[config.mk]
export PLATFORM = sky130hd
export DESIGN_NAME = ps2_key_decoder_flat
export DESIGN_NICKNAME = d
export VERILOG_FILES = /design/src/rtl/ps2_key_decoder_if.sv /design/src/rtl/ps2_key_decoder.sv /design/src/flat_wrapper.sv
export SDC_FILE = /design/constraint.sdc
export NUM_CORES = 1
export LEC_CHECK = 0
export BUFFER_PORTS_ARGS = -buffer_cell sky130_fd_sc_hd__buf_2
export CORE_MARGIN = 5
export CORE_UTILIZATION = 40
export CTS_CLUSTER_DIAMETER = 50
export DETAILED_ROUTE_END_ITERATION = 10
export PLACE_DENSITY_LB_ADDON = 0.3
export RECOVER_POWER = 100
export REMOVE_ABC_BUFFERS = 1
export SLEW_MARGIN = 20
export SYNTH_ARGS = -nofsm -noshare
export SYNTH_HDL_FRONTEND = slang
export SYNTH_SLANG_ARGS = --single-unit
[constraint.sdc]
create_clock -name clk_sys -period 2.18 [get_ports clk_sys]
set_input_delay 0.109 -clock clk_sys [delete_from_list [all_inputs] [get_ports clk_sys]]
set_output_delay 0.109 -clock clk_sys [all_outputs]
set_load 0.01 [all_outputs]
[src/rtl/ps2_key_decoder_if.sv]
// PS/2 line inputs and decoded key-event outputs of the keyboard decoder.
// The decoder sits on the slave side; a line driver/consumer uses master.
interface ps2_key_decoder_if;
    logic        ps2_clk;
    logic        ps2_data;
    logic [10:0] ps2_key;
    logic        key_stb;
    logic        err;

    modport master (output ps2_clk, output ps2_data, input ps2_key, input key_stb, input err);
    modport slave  (input ps2_clk, input ps2_data, output ps2_key, output key_stb, output err);
endinterface

[src/rtl/ps2_key_decoder.sv]
// PS/2 keyboard receiver: synchronizes and filters the lines, frames 11-bit
// packets, and turns scan-code bytes (with E0/F0/E1 prefixes) into key events.
module ps2_key_decoder #(
    parameter int unsigned FILT    = 4,
    parameter int unsigned TIMEOUT = 50000
) (
    input logic           clk_sys,
    input logic           reset,
    ps2_key_decoder_if.slave ps2
);
    localparam int unsigned FW = $clog2(FILT + 1);
    localparam int unsigned TW = $clog2(TIMEOUT + 1);

    typedef enum logic [1:0] {IDLE, DATA, PARITY, STOP} state_t;

    state_t        state, state_nxt;
    logic [1:0]    clk_sync, dat_sync;
    logic          filt_clk;
    logic [FW-1:0] filt_cnt;
    logic [7:0]    shift;
    logic [2:0]    bit_cnt;
    logic          par_bit;
    logic [TW-1:0] to_cnt;
    logic          ext, brk;
    logic [2:0]    skip;
    logic [10:0]   key_q;
    logic          stb_q, err_q;

    logic clk_s_c, bit_d_c, flip_c, bit_evt_c, timeout_c;
    logic frame_ok_c, frame_err_c;

    assign clk_s_c   = clk_sync[1];
    assign bit_d_c   = dat_sync[1];
    assign flip_c    = (clk_s_c != filt_clk) && (filt_cnt == FW'(FILT - 1));
    assign bit_evt_c = flip_c && filt_clk;
    assign timeout_c = (state != IDLE) && (to_cnt == TW'(TIMEOUT - 1));

    // Two-stage synchronizers; idle-high so release from reset is not an edge
    always_ff @(posedge clk_sys or posedge reset) begin
        if (reset) begin
            clk_sync <= 2'b11;
            dat_sync <= 2'b11;
        end else begin
            clk_sync <= {clk_sync[0], ps2.ps2_clk};
            dat_sync <= {dat_sync[0], ps2.ps2_data};
        end
    end

    // Clock filter: a new level is taken on the FILT-th consecutive differing sample
    always_ff @(posedge clk_sys or posedge reset) begin
        if (reset) begin
            filt_clk <= 1'b1;
            filt_cnt <= '0;
        end else if (clk_s_c == filt_clk) begin
            filt_cnt <= '0;
        end else if (flip_c) begin
            filt_clk <= clk_s_c;
            filt_cnt <= '0;
        end else begin
            filt_cnt <= filt_cnt + FW'(1);
        end
    end

    always_ff @(posedge clk_sys or posedge reset) begin
        if (reset) state <= IDLE;
        else       state <= state_nxt;
    end

    // Frame sequencing; a bit event arriving on the timeout cycle still counts
    always_comb begin
        state_nxt   = state;
        frame_ok_c  = 1'b0;
        frame_err_c = 1'b0;
        if (bit_evt_c) begin
            case (state)
                IDLE:   if (!bit_d_c) state_nxt = DATA;
                DATA:   if (bit_cnt == 3'd7) state_nxt = PARITY;
                PARITY: state_nxt = STOP;
                STOP: begin
                    state_nxt = IDLE;
                    if (bit_d_c && (^{shift, par_bit})) frame_ok_c  = 1'b1;
                    else                                frame_err_c = 1'b1;
                end
                default: state_nxt = IDLE;
            endcase
        end else if (timeout_c) begin
            state_nxt   = IDLE;
            frame_err_c = 1'b1;
        end
    end

    always_ff @(posedge clk_sys or posedge reset) begin
        if (reset) begin
            shift   <= '0;
            bit_cnt <= '0;
            par_bit <= 1'b0;
            to_cnt  <= '0;
        end else begin
            to_cnt <= (state == IDLE || bit_evt_c) ? '0 : to_cnt + TW'(1);
            if (bit_evt_c) begin
                case (state)
                    IDLE:    bit_cnt <= '0;
                    DATA: begin
                        shift   <= {bit_d_c, shift[7:1]};
                        bit_cnt <= bit_cnt + 3'd1;
                    end
                    PARITY:  par_bit <= bit_d_c;
                    default: ;
                endcase
            end
        end
    end

    // Prefix tracking and event generation from accepted bytes
    always_ff @(posedge clk_sys or posedge reset) begin
        if (reset) begin
            ext   <= 1'b0;
            brk   <= 1'b0;
            skip  <= '0;
            key_q <= '0;
            stb_q <= 1'b0;
            err_q <= 1'b0;
        end else begin
            stb_q <= 1'b0;
            err_q <= frame_err_c;
            if (frame_err_c) begin
                ext  <= 1'b0;
                brk  <= 1'b0;
                skip <= '0;
            end else if (frame_ok_c) begin
                if (skip != 3'd0) begin
                    skip <= skip - 3'd1;
                end else if (shift == 8'hE0) begin
                    ext <= 1'b1;
                end else if (shift == 8'hF0) begin
                    brk <= 1'b1;
                end else if (shift == 8'hE1) begin
                    skip <= 3'd7;
                end else begin
                    key_q <= {~key_q[10], ~brk, ext, shift};
                    stb_q <= 1'b1;
                    ext   <= 1'b0;
                    brk   <= 1'b0;
                end
            end
        end
    end

    assign ps2.ps2_key = key_q;
    assign ps2.key_stb = stb_q;
    assign ps2.err     = err_q;
endmodule

[src/flat_wrapper.sv]
// flat-port wrapper written by rule: the top's interface ports become plain ports
module ps2_key_decoder_flat 
#(
    parameter int unsigned FILT    = 4,
    parameter int unsigned TIMEOUT = 50000
)
  (clk_sys, reset, ps2_ps2_clk, ps2_ps2_data, ps2_ps2_key, ps2_key_stb, ps2_err);
  ps2_key_decoder_if ps2_i ();
  input logic clk_sys;
  input logic reset;
  input wire logic [$bits(ps2_i.ps2_clk)-1:0] ps2_ps2_clk;
  input wire logic [$bits(ps2_i.ps2_data)-1:0] ps2_ps2_data;
  output wire logic [$bits(ps2_i.ps2_key)-1:0] ps2_ps2_key;
  output wire logic [$bits(ps2_i.key_stb)-1:0] ps2_key_stb;
  output wire logic [$bits(ps2_i.err)-1:0] ps2_err;
  assign ps2_i.ps2_clk = ps2_ps2_clk;
  assign ps2_i.ps2_data = ps2_ps2_data;
  assign ps2_ps2_key = ps2_i.ps2_key;
  assign ps2_key_stb = ps2_i.key_stb;
  assign ps2_err = ps2_i.err;
  ps2_key_decoder #(.FILT(FILT), .TIMEOUT(TIMEOUT)) u_core (.clk_sys(clk_sys), .reset(reset), .ps2(ps2_i));
endmodule
==> Yosys cells after proc, flatten, opt, wreduce, memory -nomap -nowiden <==
Cells that the tools add are included.
{ "totals": {"regBits": 56, "in_bits": 4, "output_inout_bits": 13, "word_cells": 108} }
{ "classes": {"n_addsub": 4, "n_eq_ne": 20, "n_mux": 39, "bitwise_logic": 8, "reduce_logical": 22} }
{ "ops": {"columns": ["op", "n"], "rows": [
  ["8-bit equality test, second input constant", 3],
  ["1-bit 2-to-1 mux", 24],
  ["3-bit 2-to-1 mux", 8],
  ["16-bit by 1-bit adder with 16-bit output, second input constant", 1],
  ["16-bit equality test, second input constant", 1],
  ["16-bit 2-to-1 mux", 1],
  ["3-bit by 1-bit != test with 1-bit output, second input constant", 5],
  ["4-bit AND reduction", 3],
  ["9-bit parity", 1],
  ["2-bit 2-to-1 mux", 4],
  ["1-bit inverter", 8],
  ["2-bit one-hot mux with 4 select lines", 1],
  ["2-bit AND reduction", 4],
  ["2-bit nonzero test", 4],
  ["3-bit by 1-bit adder with 3-bit output, second input constant", 2],
  ["3-bit != test, second input constant", 2],
  ["3-bit one-hot mux with 2 select lines", 1],
  ["6-bit AND reduction", 1],
  ["3-bit nonzero test", 2],
  ["2-bit equality test, second input constant", 2],
  ["1-bit logical AND", 4],
  ["2-bit by 1-bit != test with 1-bit output, second input constant", 2],
  ["3-bit by 2-bit equality test with 1-bit output, second input constant", 1],
  ["3-bit equality test, second input constant", 1],
  ["other kinds (7)", 7]
]} }

==> Longest topological paths before layout <==
Gate-level depths: netlist of run 1.
{ "logic_depth": {"word_depth": 7, "mapped_depth": 8, "ltp_nobuf": 6} }

==> Worst setup path after synthesis of run 1 <==
No wires, ideal clock.
{ "synth_timing": {"kind": "register -> register", "startpoint": "register u_core.filt_cnt[0]", "endpoint": "register u_core.key_q[0], in the netlist u_core.ps2.ps2_key[0]", "setup_ps": 125, "arrival_ps": 2180, "required_time_ps": 2055, "slack_ps": -125, "stages_incl_launch_ff": 8, "path_buffers": 1, "synth_period_minus_slack_ps": 2305, "path_cell_list": "dfrtp_1 ha_1 or2b_2 or4_4 mux2i_4 and3_4 buf_12 mux2_4"} }
{ "synth_via": {"elab_chain_len": 6, "word_cells_on_any_way": 7, "classes_between": "1 x eq/ne; 2 x mux; 1 x bitwise; 3 x reduce/logical"} }
{ "synth_lines": {"columns": ["item", "line", "source"], "rows": [
  ["start: declaration", "ps2_key_decoder.sv:19", "logic [FW-1:0] filt_cnt;"],
  ["start signal: assignment", "ps2_key_decoder.sv:60", "filt_cnt <= filt_cnt + FW'(1);"],
  ["3-bit by 2-bit equality test with 1-bit output *", "ps2_key_decoder.sv:34", "assign flip_c = (clk_s_c != filt_clk) && (filt_cnt == FW'(FILT - 1));"],
  ["1-bit logical AND *", "ps2_key_decoder.sv:34", null],
  ["1-bit logical AND *", "ps2_key_decoder.sv:35", "assign bit_evt_c = flip_c && filt_clk;"],
  ["1-bit 2-to-1 mux", "ps2_key_decoder.sv:74", "if (bit_evt_c) begin"],
  ["1-bit inverter (no source line)", null, null],
  ["6-bit AND reduction (no source line) *", null, null],
  ["end signal: assignment", "ps2_key_decoder.sv:140", "key_q <= {~key_q[10], ~brk, ext, shift};"],
  ["end: declaration", "ps2_key_decoder.sv:26", "logic [10:0] key_q;"]
]} }
Mark *: on every way between the ends. The rest lies on a longest branch, timed or not.
A chain may end at the register's enable or synchronous reset.

==> Worst setup path after layout of run 1 <==
{ "layout_timing": {"startpoint": "register u_core.filt_clk", "endpoint": "register u_core.key_q[7], in the netlist u_core.ps2.ps2_key[7]"} }
{ "layout_via": {"elab_chain_len": 6, "word_cells_on_any_way": 7, "classes_between": "1 x eq/ne; 2 x mux; 1 x bitwise; 3 x reduce/logical"} }
{ "layout_lines": {"columns": ["item", "line", "source"], "rows": [
  ["start: declaration", "ps2_key_decoder.sv:18", "logic filt_clk;"],
  ["start signal: assignment", "ps2_key_decoder.sv:57", "filt_clk <= clk_s_c;"],
  ["1-bit != test", "ps2_key_decoder.sv:34", null],
  ["1-bit logical AND", "ps2_key_decoder.sv:34", null],
  ["1-bit logical AND *", "ps2_key_decoder.sv:35", null],
  ["1-bit 2-to-1 mux", "ps2_key_decoder.sv:74", null],
  ["1-bit inverter (no source line)", null, null],
  ["6-bit AND reduction (no source line) *", null, null]
]} }
Marks and branches as above.

==> flow_results.xml, run 1 <==
<?xml version="1.0" encoding="UTF-8"?>
<metrics>
  <group name="power_and_ir_drop">
    <metric name="vdd_drop_max" unit="mV">0.279</metric>
    <metric name="pwr_density_cell" unit="mW/mm²">682</metric>
    <metric name="total_leakage_power" unit="nW">1.47</metric>
    <metric name="design_power_total" unit="mW">2.15</metric>
  </group>
  <group name="logic_synthesis">
    <metric name="yosys_most_used_dff" unit="">dfrtp_1</metric>
    <metric name="synthesis.instances" unit="">223</metric>
    <metric name="synth_largest_type_area_fraction" unit="%">47.9</metric>
    <metric name="flip_flop_and_latch_count_after_synthesis" unit="">56</metric>
    <metric name="synthesis.area_per_instance" unit="µm²">12.0</metric>
    <metric name="asyncSetResetFlopFracSynth" unit="%">100</metric>
    <metric name="synthDominantAreaCellType" unit="">dfrtp_1</metric>
    <metric name="synth.yosys.seq_area_share" unit="%">52.8</metric>
    <metric name="synth.lib_cells_used.distinct" unit="">46</metric>
    <metric name="synth-edff-count" unit="">0</metric>
    <metric name="syn_area" unit="mm²">0.00267</metric>
    <metric name="synth-warning-count" unit="">0</metric>
    <metric name="biggest_area_contributors_in_the_synthesized_netlist" unit="">dfrtp_1, ha_1, dfstp_2</metric>
  </group>
  <group name="timing">
    <metric name="final_max_slew_viol_count" unit="">0</metric>
    <metric name="fin_crit_sh" unit="%">103</metric>
    <metric name="layout_setup_ws" unit="ns">-0.0684</metric>
    <metric name="grt_setup_unrepaired" unit="">true</metric>
    <metric name="max_slew.worst_pin.slew" unit="ns">0.757</metric>
    <metric name="achievable-frequency" unit="MHz">445</metric>
    <metric name="clock_skew" unit="ns">0.00942</metric>
    <metric name="report.final.hold_viol_count" unit="">0</metric>
    <metric name="setup_violations" unit="">10</metric>
    <metric name="timing.slew.headroom" unit="%">49.5</metric>
    <metric name="fin_crit" unit="ns">2.25</metric>
    <metric name="whs" unit="ns">0.363</metric>
    <metric name="setup_total_negative_slack" unit="ns">-0.535</metric>
  </group>
  <group name="route">
    <metric name="avgViaCountPerCell" unit="">4.96</metric>
    <metric name="first_pass_iters" unit="">4</metric>
    <metric name="postRouteAntennaNets" unit="">0</metric>
    <metric name="route.vias.total" unit="">1742</metric>
    <metric name="drcViolationCount" unit="">0</metric>
    <metric name="postRouteWirelength" unit="µm">4790</metric>
    <metric name="wl_per_cell" unit="µm">13.6</metric>
    <metric name="drt_first_iter_violations" unit="">61</metric>
  </group>
  <group name="floorplan">
    <metric name="num_rows" unit="">29</metric>
    <metric name="ios" unit="">17</metric>
    <metric name="die_w" unit="µm">91.6</metric>
    <metric name="initial_core_util" unit="%">41.5</metric>
    <metric name="dieHeight" unit="µm">91.6</metric>
    <metric name="placeable_core_region" unit="mm²">0.00642</metric>
    <metric name="dieArea" unit="mm²">0.00840</metric>
  </group>
  <group name="hold_path">
    <metric name="hp-class" unit="">flop to flop</metric>
    <metric name="min_path_cells" unit="">0</metric>
  </group>
  <group name="clock_tree">
    <metric name="tritoncts_clock_tree" unit="">built</metric>
    <metric name="clock-root-buffer" unit="">clkbuf_8</metric>
    <metric name="cts_buffers" unit="">5</metric>
    <metric name="htreeDepth" unit="">2</metric>
    <metric name="clock_latency" unit="ns">0.30</metric>
    <metric name="buffer_depth_of_the_longest_clock_path" unit="">2</metric>
    <metric name="clkSinkCount" unit="">56</metric>
    <metric name="clkSlewWorstSetupHoldPaths" unit="ns">0.10</metric>
  </group>
  <group name="global_route">
    <metric name="grt_first_pass_wirelength" unit="µm">8490</metric>
    <metric name="grtUsageTotal" unit="%">12.4</metric>
    <metric name="grt_start_max_net_pins" unit="">21</metric>
    <metric name="grt_pass1_vias" unit="">1822</metric>
    <metric name="global_route.overflow_total" unit="">0</metric>
    <metric name="antenna_found_initial" unit="">0</metric>
  </group>
  <group name="run">
    <metric name="maxCapViolations" unit="">0</metric>
  </group>
  <group name="worst_setup_path">
    <metric name="timing.reg2reg.setup_slack" unit="ns">-0.07</metric>
    <metric name="timing.critical_path.required" unit="ns">2.37</metric>
    <metric name="worst-r2r-cell-count" unit="">5</metric>
    <metric name="crit_path_start_kind" unit="">flop</metric>
    <metric name="crit_arrival" unit="ns">2.44</metric>
    <metric name="endpoint_kind" unit="">flop</metric>
    <metric name="critical_path.max_fanout" unit="">6</metric>
    <metric name="setup.worst_path.class" unit="">flop to flop</metric>
  </group>
  <group name="final_layout">
    <metric name="number_of_nets_in_the_final_layout" unit="">288</metric>
    <metric name="fraction_of_layout_cells_with_a_size_suffix_above_1" unit="%">25.5</metric>
    <metric name="area_growth_syn_to_layout" unit="%">18.4</metric>
    <metric name="n_antenna_cell" unit="">0</metric>
  </group>
  <group name="run_status">
    <metric name="outcome" unit="">finished, violations left</metric>
    <metric name="failed_checks" unit="">setup timing</metric>
  </group>
  <group name="place">
    <metric name="place_ws" unit="ns">-0.142</metric>
    <metric name="hpwl" unit="µm">3430</metric>
    <metric name="port_buffers" unit="">16</metric>
    <metric name="gp_congestion" unit="">0.784</metric>
  </group>
</metrics>
## through the flow
| stage | instance area, µm² | utilization, % | instances |
|---|---|---|---|
| global placement | 3000 | 46.6 | 337 |
| floorplan | 2620 | - | 218 |
| CTS | 3170 | 49.4 | 350 |
| global route | 3160 | 49.2 | 351 |
| finish | 3160 | 49.2 | 351 |
| detailed placement | 3000 | 46.6 | 337 |
## worst max-delay path: stages (launching register included)
cell	delay (ns)
dfstp_2	0.54
or2b_4	0.26
or4_4	0.52
mux2i_4	0.20
and3_4	0.31
mux2_4	0.31
## flip-flops by register name (all words and copies together), names as in the netlist
signal / flops
u_core.to_cnt: 16
u_core.ps2.ps2_key: 11
u_core.shift: 8
u_core.bit_cnt: 3
u_core.filt_cnt: 3
u_core.skip: 3
u_core.clk_sync: 2
u_core.dat_sync: 2
u_core.state: 2
u_core.brk: 1
u_core.ext: 1
u_core.filt_clk: 1
u_core.par_bit: 1
u_core.ps2.err: 1
u_core.ps2.key_stb: 1
## final cells by class
class	instances	area, µm²
Inverter	10	37.5
Multi-Input combinational cell	153	1220
Fill cell	612	3260
Sequential cell	56	1410
Clock buffer	6	72.6
Tap cell	77	96.3
Clock inverter	2	35.0
Timing Repair Buffer	47	284
## power breakdown
group	switching [mW]	internal (mW)	leakage, nW
sequential	0.0370	1.10	0.762
clock	0.322	0.341	0.0552
combinational	0.201	0.148	0.648
total	0.560	1.59	1.47
## timing repair
item                                    4_1_cts  5_1_grt
cloned                                        1        0
hold buffers                                  3        0
gates resized for setup                       8        5
setup buffers                                 1        1
hold endpoints to repair                     18        0
endpoints found under the setup margin       15       16
pin swaps                                     3        2
## final timing paths
| kind | startpoint | to |
|---|---|---|
| setup / recovery | u_core.filt_clk | u_core.ps2.ps2_key[7] |
| hold / removal | u_core.dat_sync[0] | u_core.dat_sync[1] |
| setup reg to reg | u_core.filt_clk | u_core.ps2.ps2_key[7] |
| hold reg to reg | u_core.dat_sync[0] | u_core.dat_sync[1] |
| min in group asynchronous | reset | u_core.shift[2] |
| max in group asynchronous | reset | u_core.filt_clk |
## cell usage after synthesis (all sizes together) (3+ instances only)
cell type and number:
nor2b 3, and4 3, xor2 11, inv 10
mux2 16, xnor2 7, a21oi 6, dfrtp 51
clkbuf 3, nand4 3, dfstp 5, nor2 20
a21boi 3, ha 11, and3 3, o21ai 8
nand3 10, nand2 13, nor3 4, mux2i 3
## cells in the final DEF (no fill, tap or decap), types with 9 or more instances in the layout
master | synthesis | routed
dfrtp_1 | 51 | 51
buf_4 | 0 | 21
nor2_1 | 20 | 20
clkbuf_1 | 3 | 18
nand2_1 | 13 | 13
xor2_1 | 11 | 11
ha_1 | 11 | 11
inv_1 | 10 | 10
nand3_1 | 10 | 9
mux2_4 | 7 | 9
## cells by family (layout without fill, tap and decap cells)
kind of cell / after synthesis / after routing / share of synthesized area, %
AO/OA/AOI/OAI: 27 / 27 / 6.57
buffers and inverters: 15 / 65 / 3.00
flip-flops: 56 / 56 / 52.8
multiplexers: 19 / 19 / 9.34
adder cells (fa/ha/maj): 11 / 11 / 5.16
XOR/XNOR: 20 / 20 / 7.65
AND/OR/NAND/NOR: 75 / 76 / 15.5
## layer usage
| metal | GRT usage, % | wire (µm) | share of wire (%) | vias up |
|---|---|---|---|---|
| li1 | - | - | - | 874 |
| met4 | 3.52 | 36 | 0.75 | 0 |
| met2 | 19.9 | 2220 | 46 | 17 |
| met1 | 16.7 | 2390 | 50 | 847 |
| met3 | 3.03 | 143 | 3.0 | 4 |
| met5 | 0 | 0 | 0 | - |
Power figures use the tool's default switching activity.
==> run 2, diff against run 1 <==
--- a/config.mk
+++ b/config.mk
@@ -5,6 +5,7 @@
 export SDC_FILE = /design/constraint.sdc
 export NUM_CORES = 1
 export LEC_CHECK = 0
+export ABC_AREA = 1
 export BUFFER_PORTS_ARGS = -buffer_cell sky130_fd_sc_hd__buf_2
 export CORE_MARGIN = 5
 export CORE_UTILIZATION = 40
==> flow_results.xml, run 2 <==
<?xml version="1.0" encoding="UTF-8"?>
<metrics>
  <group name="route">
    <metric name="wl_per_cell" unit="µm">10.7</metric>
    <metric name="avgViaCountPerCell" unit="">4.55</metric>
    <metric name="postRouteAntennaNets" unit="">0</metric>
    <metric name="first_pass_iters" unit="">4</metric>
    <metric name="drt_first_iter_violations" unit="">63</metric>
    <metric name="route.vias.total" unit="">1995</metric>
    <metric name="postRouteWirelength" unit="µm">4700</metric>
    <metric name="drcViolationCount" unit="">0</metric>
  </group>
  <group name="final_layout">
    <metric name="fraction_of_layout_cells_with_a_size_suffix_above_1" unit="%">10.8</metric>
    <metric name="area_growth_syn_to_layout" unit="%">9.09</metric>
    <metric name="largest_register_ffs" unit="">16</metric>
    <metric name="fillCellCount" unit="">685</metric>
    <metric name="finish.cell_count_without_fillers" unit="">438</metric>
    <metric name="n_antenna_cell" unit="">0</metric>
    <metric name="layout.cells.most_common" unit="">nand2_1</metric>
    <metric name="final_cell_area" unit="mm²">0.00305</metric>
    <metric name="number_of_nets_in_the_final_layout" unit="">356</metric>
    <metric name="most_flop_heavy_register" unit="">u_core.to_cnt</metric>
    <metric name="commonest_cells_after_routing_fill_and_taps_aside" unit="">nand2_1, dfrtp_1, inv_1</metric>
  </group>
  <group name="run">
    <metric name="maxCapViolations" unit="">0</metric>
  </group>
  <group name="worst_setup_path">
    <metric name="worst-r2r-cell-count" unit="">11</metric>
    <metric name="crit_arrival" unit="ns">2.17</metric>
    <metric name="crit_path_start_kind" unit="">flop</metric>
    <metric name="timing.critical_path.required" unit="ns">2.41</metric>
    <metric name="setup.worst_path.class" unit="">flop to flop</metric>
    <metric name="critical_path.max_fanout" unit="">7</metric>
    <metric name="endpoint_kind" unit="">flop</metric>
  </group>
  <group name="place">
    <metric name="placedInstanceArea" unit="mm²">0.00299</metric>
    <metric name="place_ws" unit="ns">0.386</metric>
    <metric name="port_buffers" unit="">16</metric>
    <metric name="gp_congestion" unit="">0.790</metric>
    <metric name="hpwl" unit="µm">3520</metric>
    <metric name="placed_cells" unit="">427</metric>
  </group>
  <group name="timing">
    <metric name="setup_total_negative_slack" unit="ns">0</metric>
    <metric name="clock_skew" unit="ns">0.0145</metric>
    <metric name="final_max_slew_viol_count" unit="">0</metric>
    <metric name="report.final.hold_viol_count" unit="">0</metric>
    <metric name="layout_setup_ws" unit="ns">0.239</metric>
    <metric name="fin_crit_sh" unit="%">89.0</metric>
    <metric name="fin_crit" unit="ns">1.94</metric>
    <metric name="setup_violations" unit="">0</metric>
    <metric name="grt_setup_unrepaired" unit="">false</metric>
    <metric name="max_slew.worst_pin.slew" unit="ns">0.975</metric>
    <metric name="achievable-frequency" unit="MHz">515</metric>
    <metric name="timing.slew.headroom" unit="%">35.0</metric>
  </group>
  <group name="global_route">
    <metric name="global_route.overflow_total" unit="">0</metric>
    <metric name="grt_first_pass_wirelength" unit="µm">8800</metric>
    <metric name="grtUsageTotal" unit="%">12.3</metric>
    <metric name="antenna_found_initial" unit="">0</metric>
    <metric name="grt_start_max_net_pins" unit="">33</metric>
    <metric name="grt_pass1_vias" unit="">2046</metric>
  </group>
  <group name="floorplan">
    <metric name="dieArea" unit="mm²">0.00876</metric>
    <metric name="num_rows" unit="">30</metric>
    <metric name="initial_core_util" unit="%">41.1</metric>
    <metric name="dieHeight" unit="µm">93.6</metric>
    <metric name="die_w" unit="µm">93.6</metric>
    <metric name="placeable_core_region" unit="mm²">0.00679</metric>
    <metric name="ios" unit="">17</metric>
  </group>
  <group name="logic_synthesis">
    <metric name="yosys_most_used_dff" unit="">dfrtp_1</metric>
    <metric name="synthesis.instances" unit="">317</metric>
    <metric name="adder_cell_share_of_the_synthesized_area" unit="%">4.93</metric>
    <metric name="fraction_of_synthesized_cell_area_in_xor_and_xnor_cells" unit="%">1.52</metric>
    <metric name="synth-edff-count" unit="">0</metric>
    <metric name="synthDominantAreaCellType" unit="">dfrtp_1</metric>
    <metric name="synth.lib_cells_used.distinct" unit="">30</metric>
    <metric name="synth-warning-count" unit="">0</metric>
    <metric name="synth-compound-area-share" unit="%">11.0</metric>
    <metric name="post-synth-top-count-cell" unit="">nand2_1</metric>
    <metric name="synth-simple-area-share" unit="%">24.8</metric>
    <metric name="syn_area" unit="mm²">0.00279</metric>
    <metric name="synth_largest_type_area_fraction" unit="%">45.7</metric>
    <metric name="biggest_area_contributors_in_the_synthesized_netlist" unit="">dfrtp_1, nand2_1, inv_1</metric>
    <metric name="synthesis.area_per_instance" unit="µm²">8.81</metric>
    <metric name="synth.area.mux_share" unit="%">0</metric>
    <metric name="yosys-top-cells-count" unit="">nand2_1, dfrtp_1, inv_1</metric>
    <metric name="synth.yosys.seq_area_share" unit="%">50.4</metric>
    <metric name="asyncSetResetFlopFracSynth" unit="%">100</metric>
    <metric name="synth_top_family_by_area" unit="">simple AND/OR/NAND/NOR gates</metric>
    <metric name="flip_flop_and_latch_count_after_synthesis" unit="">56</metric>
  </group>
  <group name="hold_path">
    <metric name="hp-class" unit="">flop to flop</metric>
    <metric name="min_path_cells" unit="">0</metric>
  </group>
  <group name="power_and_ir_drop">
    <metric name="vdd_drop_max" unit="mV">0.254</metric>
    <metric name="pwr_density_cell" unit="mW/mm²">666</metric>
    <metric name="total_leakage_power" unit="nW">1.45</metric>
    <metric name="design_power_total" unit="mW">2.03</metric>
  </group>
  <group name="clock_tree">
    <metric name="buffer_depth_of_the_longest_clock_path" unit="">2</metric>
    <metric name="cts_repair_resize_count" unit="">0</metric>
    <metric name="tritoncts_clock_tree" unit="">built</metric>
    <metric name="postCtsSetupBuffers" unit="">0</metric>
    <metric name="htreeDepth" unit="">2</metric>
    <metric name="cts_buffers" unit="">5</metric>
    <metric name="clkSlewWorstSetupHoldPaths" unit="ns">0.10</metric>
    <metric name="clock-root-buffer" unit="">clkbuf_8</metric>
    <metric name="clkSinkCount" unit="">56</metric>
    <metric name="holdBufCountCts" unit="">3</metric>
    <metric name="clock_latency" unit="ns">0.31</metric>
  </group>
  <group name="run_status">
    <metric name="outcome" unit="">finished clean</metric>
  </group>
</metrics>
==> run 2: changes by cell type after synthesis, sizes merged, moves of 5 or more <==
cell / delta
o21ai: +30
nand3: +6
xor2: -9
nor3: +7
xnor2: -5
nand2: +68
mux2: -16
nor2: +9
inv: +35
==> run 2: cell type report <==
| class | instances | area (µm²) | area share, % |
|---|---|---|---|
| clock buffers | 6 | 72.6 | 2.38 |
| clock inverters | 2 | 12.5 | 0.411 |
| inverters | 47 | 179 | 5.87 |
| multi-input cells | 211 | 1140 | 37.5 |
| flip-flops and latches | 56 | 1410 | 46.2 |
| well taps | 96 | 120 | 3.94 |
| repair buffers | 20 | 114 | 3.74 |
==> run 2: kinds of logic after synthesis <==
family / Yosys count
AOI/OAI and AO/OA: 50
xor gates and xnor gates: 4
adders and majority gates: 11
buffers and inverters: 50
DFF: 56
and+or+nand+nor: 146
==> run 2: layer usage <==
layer  vias up  global-route usage [%]  routed length [µm]
met2        14                    20.9                2230
met1       917                    15.7                2290
met5         -                       0                   0
met4         0                    3.61                  62
li1       1059                       -                   -
met3         5                    2.74                 128
==> run 2: critical path: stages (launching register included) <==
cell and delay [ns]:
dfstp_1 0.61, xnor2_1 0.27, nor2_4 0.08, nand2_4 0.16
clkinv_2 0.13, nand2_1 0.09, nand2_2 0.06, inv_1 0.15
nand2_4 0.10, nand2_1 0.06, nand2_1 0.04, a21oi_1 0.12
==> run 2: worst paths after layout <==
path	slack, ns	startpoint	endpoint
worst max-delay path	0.24	u_core.filt_clk	u_core.ext
worst min-delay path	0.36	u_core.clk_sync[0]	u_core.clk_sync[1]
worst max register to register	0.24	u_core.filt_clk	u_core.ext
worst min register to register	0.36	u_core.clk_sync[0]	u_core.clk_sync[1]
max in group asynchronous	0.87	reset	u_core.filt_clk
min in group asynchronous	0.57	reset	u_core.to_cnt[4]
==> run 2: metrics by stage <==
stage | hold WS (ns) | util (%)
final | 0.357 | 44.9
after global routing | 0.371 | 44.9
after CTS | 0.362 | 45.7
after detailed placement | 0.197 | 44.0
after global placement | 0.197 | 44.0
after floorplan | 0.113 | -
==> run 2: report_power, final <==
part	internal (mW)	switching (mW)	total, mW
logic	0.123	0.201	0.324
registers	1.11	0.0377	1.15
clock network	0.226	0.331	0.557
